File: src/rtl/nvram_upload.sv
// nvram_upload: serves NVRAM bytes from the game's work RAM over the HPS upload path.
// It halts the CPU through pause_req/pause_ack and reads one byte per ioctl_rd. While a
// byte is being fetched, ioctl_wait holds the HPS off.
// Optional feature macro: NVRAM_CHECKSUM_EN. When it is defined, a read of address SIZE
// returns the ones' complement of the byte sum since the last address-0 read.
module nvram_upload #(
  parameter int unsigned SIZE         = 256,
  parameter int unsigned RD_LAT       = 2,
  parameter int unsigned UPLOAD_INDEX = 4
) (
  input  logic        clk_sys,
  input  logic        reset,
  input  logic        ioctl_upload,
  input  logic [7:0]  ioctl_index,
  input  logic        ioctl_rd,
  input  logic [24:0] ioctl_addr,
  output logic [7:0]  ioctl_din,
  output logic        ioctl_wait,
  output logic        pause_req,
  input  logic        pause_ack,
  output logic [11:0] ram_addr,
  output logic        ram_rd,
  input  logic [7:0]  ram_dout
);

  localparam logic [24:0] SizeW    = 25'(SIZE);
  localparam logic [7:0]  IndexW   = 8'(UPLOAD_INDEX);
  localparam logic [2:0]  RdLatCnt = 3'(RD_LAT);

  typedef enum logic [2:0] {StIdle, StPause, StReady, StRead, StLatch} state_e;

  state_e      state_q, state_d;
  logic [7:0]  din_q, din_d;
  logic        wait_q, wait_d;      // doubles as the "request pending" flag
  logic        preq_q, preq_d;
  logic [11:0] raddr_q, raddr_d;
  logic        rrd_q, rrd_d;
  logic [24:0] addr_q, addr_d;      // address of the pending request
  logic [2:0]  cnt_q, cnt_d;
`ifdef NVRAM_CHECKSUM_EN
  logic [7:0]  sum_q, sum_d;
`endif

  logic        active;
  logic        req_valid;
  logic [24:0] req_addr;

  assign active    = ioctl_upload && (ioctl_index == IndexW);
  // ioctl_rd while a request is pending is a protocol violation and is dropped.
  assign req_valid = wait_q || ioctl_rd;
  assign req_addr  = wait_q ? addr_q : ioctl_addr;

  // Next-state and output decode: abort has priority, then loss of the pause grant.
  always_comb begin
    state_d = state_q;
    din_d   = din_q;
    wait_d  = wait_q;
    addr_d  = addr_q;
    raddr_d = raddr_q;
    rrd_d   = 1'b0;
    cnt_d   = cnt_q;
`ifdef NVRAM_CHECKSUM_EN
    sum_d   = sum_q;
`endif
    if (!active) begin
      // Session gone: abandon any in-flight read, keep ioctl_din as it was.
      state_d = StIdle;
      wait_d  = 1'b0;
    end else if (state_q != StIdle && !pause_ack) begin
      // CPU owns the RAM: park in PAUSE, still accepting one request to serve later.
      state_d = StPause;
      if (!wait_q && ioctl_rd) begin
        wait_d = 1'b1;
        addr_d = ioctl_addr;
      end
    end else begin
      unique case (state_q)
        // active can only be high here on its first cycle, so this is the rising edge.
        StIdle: state_d = StPause;
        StPause, StReady: begin
          state_d = StReady;
          if (req_valid) begin
            if (req_addr < SizeW) begin
              state_d = StRead;
              rrd_d   = 1'b1;
              raddr_d = req_addr[11:0];
              cnt_d   = RdLatCnt;
              wait_d  = 1'b1;
              addr_d  = req_addr;
`ifdef NVRAM_CHECKSUM_EN
              if (req_addr == '0) sum_d = 8'h00;
`endif
            end else begin
              wait_d = 1'b0;
              din_d  = 8'hFF;
`ifdef NVRAM_CHECKSUM_EN
              if (req_addr == SizeW) din_d = ~sum_q;
`endif
            end
          end
        end
        StRead: begin
          cnt_d = cnt_q - 3'd1;
          if (cnt_q == 3'd1) state_d = StLatch;
        end
        StLatch: begin
          state_d = StReady;
          din_d   = ram_dout;
          wait_d  = 1'b0;
`ifdef NVRAM_CHECKSUM_EN
          sum_d   = sum_q + ram_dout;
`endif
        end
        default: state_d = StIdle;
      endcase
    end
    preq_d = (state_d != StIdle);
  end

  // State and registered outputs, synchronous active-high reset.
  always_ff @(posedge clk_sys) begin
    if (reset) begin
      state_q <= StIdle;
      din_q   <= 8'h00;
      wait_q  <= 1'b0;
      preq_q  <= 1'b0;
      raddr_q <= 12'h000;
      rrd_q   <= 1'b0;
      addr_q  <= 25'h0;
      cnt_q   <= 3'd0;
    end else begin
      state_q <= state_d;
      din_q   <= din_d;
      wait_q  <= wait_d;
      preq_q  <= preq_d;
      raddr_q <= raddr_d;
      rrd_q   <= rrd_d;
      addr_q  <= addr_d;
      cnt_q   <= cnt_d;
    end
  end

`ifdef NVRAM_CHECKSUM_EN
  // Running byte sum for the checksum read.
  always_ff @(posedge clk_sys) begin
    if (reset) sum_q <= 8'h00;
    else       sum_q <= sum_d;
  end
`endif

  assign ioctl_din  = din_q;
  assign ioctl_wait = wait_q;
  assign pause_req  = preq_q;
  assign ram_addr   = raddr_q;
  // Gate with the live grant so the strobe never reaches RAM the CPU has reclaimed.
  assign ram_rd     = rrd_q && pause_ack;

endmodule

File: config.mk
export PLATFORM = sky130hd
export DESIGN_NAME = nvram_upload
export DESIGN_NICKNAME = d
export VERILOG_FILES = /design/src/rtl/nvram_upload.sv
export SDC_FILE = /design/constraint.sdc
export NUM_CORES = 1
export LEC_CHECK = 0
export BUFFER_PORTS_ARGS = -buffer_cell sky130_fd_sc_hd__buf_2
export CAP_MARGIN = 20
export CORE_MARGIN = 2
export CORE_UTILIZATION = 59
export CTS_BUF_LIST = sky130_fd_sc_hd__clkbuf_4 sky130_fd_sc_hd__clkbuf_8
export CTS_CLUSTER_SIZE = 16
export DETAILED_ROUTE_END_ITERATION = 10
export GPL_ROUTABILITY_DRIVEN = 0
export GPL_TIMING_DRIVEN = 0
export PLACE_DENSITY = 0.9
export SLEW_MARGIN = 5
export SYNTH_ARGS = -nofsm -noshare
export SYNTH_HDL_FRONTEND = slang
export SYNTH_SLANG_ARGS = --single-unit
File: constraint.sdc
create_clock -name clk_sys -period 3.27 [get_ports clk_sys]
set_input_delay 0.4905 -clock clk_sys [delete_from_list [all_inputs] [get_ports clk_sys]]
set_output_delay 0.4905 -clock clk_sys [all_outputs]
set_load 0.005 [all_outputs]
# Word level (Yosys, flattened, before mapping)
# Cells that the tools add are included.
# op_classes
n_bitwise	4
add_sub_neg	1
order_cmp	1
reduce_logical	24
n_eq_ne	11
n_mux	23
# ops
op	count
25-bit two-way mux	6
25-bit by 9-bit < comparator with 1-bit output (second input constant)	1
5-bit AND reduction	4
8-bit two-way mux	2
8-bit case mux with 2 select lines	1
3-bit two-way mux	5
3-bit case mux with 4 select lines	1
2-bit nonzero test	5
3-bit nonzero test	3
8-bit by 3-bit == test with 1-bit output (second input constant)	1
3-bit by 1-bit == test with 1-bit output (second input constant)	2
3-bit by 2-bit == test with 1-bit output (second input constant)	2
1-bit two-way mux	6
2-bit != test (second input constant)	3
3-bit case mux with 2 select lines	1
5-bit OR reduction	1
1-bit logical AND	4
1-bit NOT	4
2-bit OR reduction	2
3-bit == test (second input constant)	1
3-bit zero test	1
3-bit != test (second input constant)	1
3-bit AND reduction	1
3-bit by 1-bit subtractor with 3-bit output (second input constant)	1
other kinds (4)	5
# totals
input_bits	46
ff_bits	54
elab_cells	72

# Depth between registers and ports, before layout
# logic_depth
depth_word	8
mapped_depth	8
ltp_nobuf	7

# Worst setup path before layout
# No wires, ideal clock.
# synth_path
kind	input to register
from	in ioctl_index[4]
to	reg din_q[0] (netlist: ioctl_din[0])
path_buffers	1
t_arrival_ns	1.862
setup_ns	0.119
stages	5
path_slack_ns	1.290
t_required_ns	3.151
cell_sequence	nor4b_2 -> nand3_1 -> or4_1 -> buf_2 -> o221a_2
# synth_via
elab_chain_len	3
# synth_lines
element	line_no	source
start, declared	14	input logic [7:0] ioctl_index,
8-bit by 3-bit == test with 1-bit output	48	assign active = ioctl_upload && (ioctl_index == IndexW);
1-bit logical AND	48	
5-bit AND reduction (no source line)	n/a	
end signal, assigned	133	din_q <= din_d;
end, declared	33	logic [7:0] din_q, din_d;
# Every way passes these cells.
# A chain may end at the register's enable or synchronous reset.

# Worst setup path in the final report
# layout_path
from	in ioctl_index[4]
to	reg raddr_q[2] (netlist: ram_addr[2])
# layout_via
elab_chain_len	3
# layout_lines
element	line_no	source
8-bit by 3-bit == test with 1-bit output	48	
1-bit logical AND	48	
5-bit AND reduction (no source line)	n/a	
end signal, assigned	136	raddr_q <= raddr_d;
end, declared	36	logic [11:0] raddr_q, raddr_d;
# Every way passes these cells.

==> results.md <==
- FF-to-FF Start: ioctl_wait
- CTS tree: yes
- Min Hold Slack: 0.4322 ns
- Clock sinks: 54
- Final Cycle Share: 0.6826
- Final setup TNS: 0 ns
- Netlist cell types: 47
- DR pass1 iterations: 5
- Top Metal Used: met4
- Post-CTS sizing: 0
- Share of the synthesized area in the top cell type: 0.3940
- Reg2Reg Depth: 7
- WP data required: 3.45 ns
- Worst-Margin Slew: 0.6203 ns
- Clock latency on the worst-skew pair: 0.31 ns
- Mean area per synthesized cell: 8.766 µm²
- #FFs+latches synth: 54
- Worst VDD drop: 275.4 µV
- Worst hold path type: in2reg
- Chip Height: 72.20 µm
- Type of origin of the critical path: input pin
- Setup Buffers After CTS: 0
- First-pass GRT wire length: 12.07 mm
- Nets: 436
- Critical Path AT: 2.41 ns
- Core area: 0.004414 mm²
- Ys flop type: dfxtp_1
- Tmin final: 2.232 ns
- Cells after Synth: 313
- HPWL after DPL: 5.282 mm
- Post-synth EDFFs: 0
- Post-synthesis sequential area ratio: 0.3940
- Maximum Capacitance Violations: 0
- Worst Hold Path Cells: 2
- CTS Buf Count: 5
- Initial Util: 0.6216
- Die Width: 72.20 µm
- GRT Resource Usage Total: 0.2907
- Net Count, Synth: 361
- Row Count: 24
- Largest net degree at the start of global routing: 18
- Crit Path Category: in2reg
- Worst-case clock buffer depth: 2
- Total die area: 0.005212 mm²
- WL/cell: 16.71 µm
- Area leader, netlist: dfxtp_1
- Post-synth ARST share: 0
- CTS H-tree lvls: 2
- Count of final setup violators: 0
- Vias per Instance: 6.540
- Clock skew after layout: 0.009016 ns
- Drc violations: 0
- Clock slew at reported path FFs: 0.10 ns
- FF-to-FF End: ram_addr[2]
- Most frequent cells in the layout: 75 x buf_2, 54 x dfxtp_1, 29 x nand2_1, 20 x clkbuf_1, 18 x nor4b_1
- Hold EP: ioctl_din[3]
- Met2 routed WL: 3.517 mm
- Top area cells in the synthesized netlist: dfxtp_1 39%, nor4b_1 5.7%, nand2_1 4.0%
- DR iter-0 viols: 250
- RSZ-0062 raised after global routing: no
- Diodes inserted: 0
- Mapped cell area: 0.002744 mm²
- Layout area overhead: 18.92%
- Power Density: 363.2 mW/mm²
- Via Count: 2884
- Number of global-route vias before repair: 2637
- Port Buffer Count: 68
- Congestion Overflow GR: 0
- R2R Setup Slk: 1.05 ns
- Hold Fails Final Rpt: 0
- Layout Utilization: 0.7392
- Most common cell after layout, fill and taps aside: buf_2
- Root buffer cell: clkbuf_8
- Largest fanout on the critical path: 10
- Crit end category: flop
- Max-slew violation count: 0
- Final Instance Area: 0.003263 mm²
- Metal-1 WL: 3.025 mm
- Routed Antenna Nets: 0
- Max-slew headroom: 0.5865
- Drt total wl: 7.369 mm
- Yosys warning total: 0
- Hold path start: ram_dout[3]
- Initial antenna violation count: 0
- Metal3 WL: 601 µm
- Layout fillers: 344
- Cts-stage hold buffer count: 0
- Layout cells sized above 1: 0.2674
- Status: completed
- I/O Pins: 69
- Lkg Pwr: 1.254 nW
- Fmax: 448.0 MHz
- Post-placement cell area: 0.003149 mm²
==> synthesized netlist by cell type (2+ instances only) <==
master and number:
buf_4 2, nor3_1 13, a221oi_2 2, and2_1 3, dfxtp_1 54, a21o_1 2, nor2b_1 12, nor4b_1 18
inv_1 5, buf_2 7, a311o_1 2, a21oi_1 17, ha_1 2, nor4_1 6, mux2i_1 8, nor2_1 8
nor4b_2 2, a211oi_1 8, nand2b_1 4, o21ai_0 2, buf_1 2, nand4_1 16, nor3b_1 4, a31oi_1 16
or2_2 2, nand3_1 13, o311ai_0 8, o221a_2 8, clkbuf_1 20, nand2_1 29, and4_1 2
==> where the power goes <==
part           total (W)  internal, W  leakage, nW  switching (W)
clock           0.000452     0.000228       0.0504       0.000224
combinational  0.0000759    0.0000319        0.769      0.0000440
sequential      0.000658     0.000657        0.435    0.000000311
total            0.00119     0.000917         1.25       0.000268
==> sequential cells by signal (all words and copies together), names as in the netlist <==
signal / flops
state_q: 3
ioctl_wait: 1
ioctl_din: 8
rrd_q: 1
pause_req: 1
ram_addr: 12
addr_q: 25
cnt_q: 3
==> metrics by stage <==
stage                     total power, W  worst slack [ns]  std cells
final                           0.001185             1.038        441
after detailed placement       0.0007467            0.8138        433
after floorplan                0.0007035             1.290        313
after global placement         0.0007455            0.8498        433
after global routing            0.001223            0.9049        441
after CTS                       0.001189             1.101        441
==> kinds of logic after synthesis <==
kind of cell    synth area share
compound gates            0.2034
buf+inv                  0.05517
flops                     0.3940
fa+ha+maj               0.009118
xor+xnor                0.003193
simple gates              0.3019
mux                      0.03329
==> routing by layer <==
metal  track usage  vias to the layer above
met3       0.05833                       26
met5             0                        -
met4        0.1279                        0
met2        0.4689                      151
met1        0.3770                     1346
li1              -                     1361
==> layout make-up <==
class | instances | area (µm²) | area share
clock inverters | 3 | 45.04 | 0.01380
clock buffers | 5 | 68.82 | 0.02109
inverters | 5 | 18.77 | 0.005752
flip-flops and latches | 54 | 1081 | 0.3313
well taps | 52 | 65.06 | 0.01994
multi-input cells | 223 | 1511 | 0.4632
plain buffers | 31 | 132.6 | 0.04064
repair buffers | 68 | 340.3 | 0.1043
==> how the worst max path moves through the flow <==
stage | startpoint | to | slack, ns | depth (start not counted)
floorplan | ioctl_index[4] | ioctl_din[0] | 1.29 | 5
global placement | ioctl_index[4] | ram_addr[4] | 0.85 | 7
detailed placement | ioctl_index[4] | ram_addr[6] | 0.81 | 7
CTS | ioctl_wait | ram_addr[6] | 1.10 | 7
global route | ioctl_index[4] | ram_addr[2] | 0.90 | 7
finish | ioctl_index[4] | ram_addr[2] | 1.04 | 7
==> critical path, cell delays in order <==
cell      delay [ns]
buf_2           0.11
nor4b_2         0.37
nand3_1         0.32
nor3b_2         0.58
and2_1          0.27
buf_4           0.19
a211oi_1        0.08
Note: power is estimated with default switching activity, not from simulation.
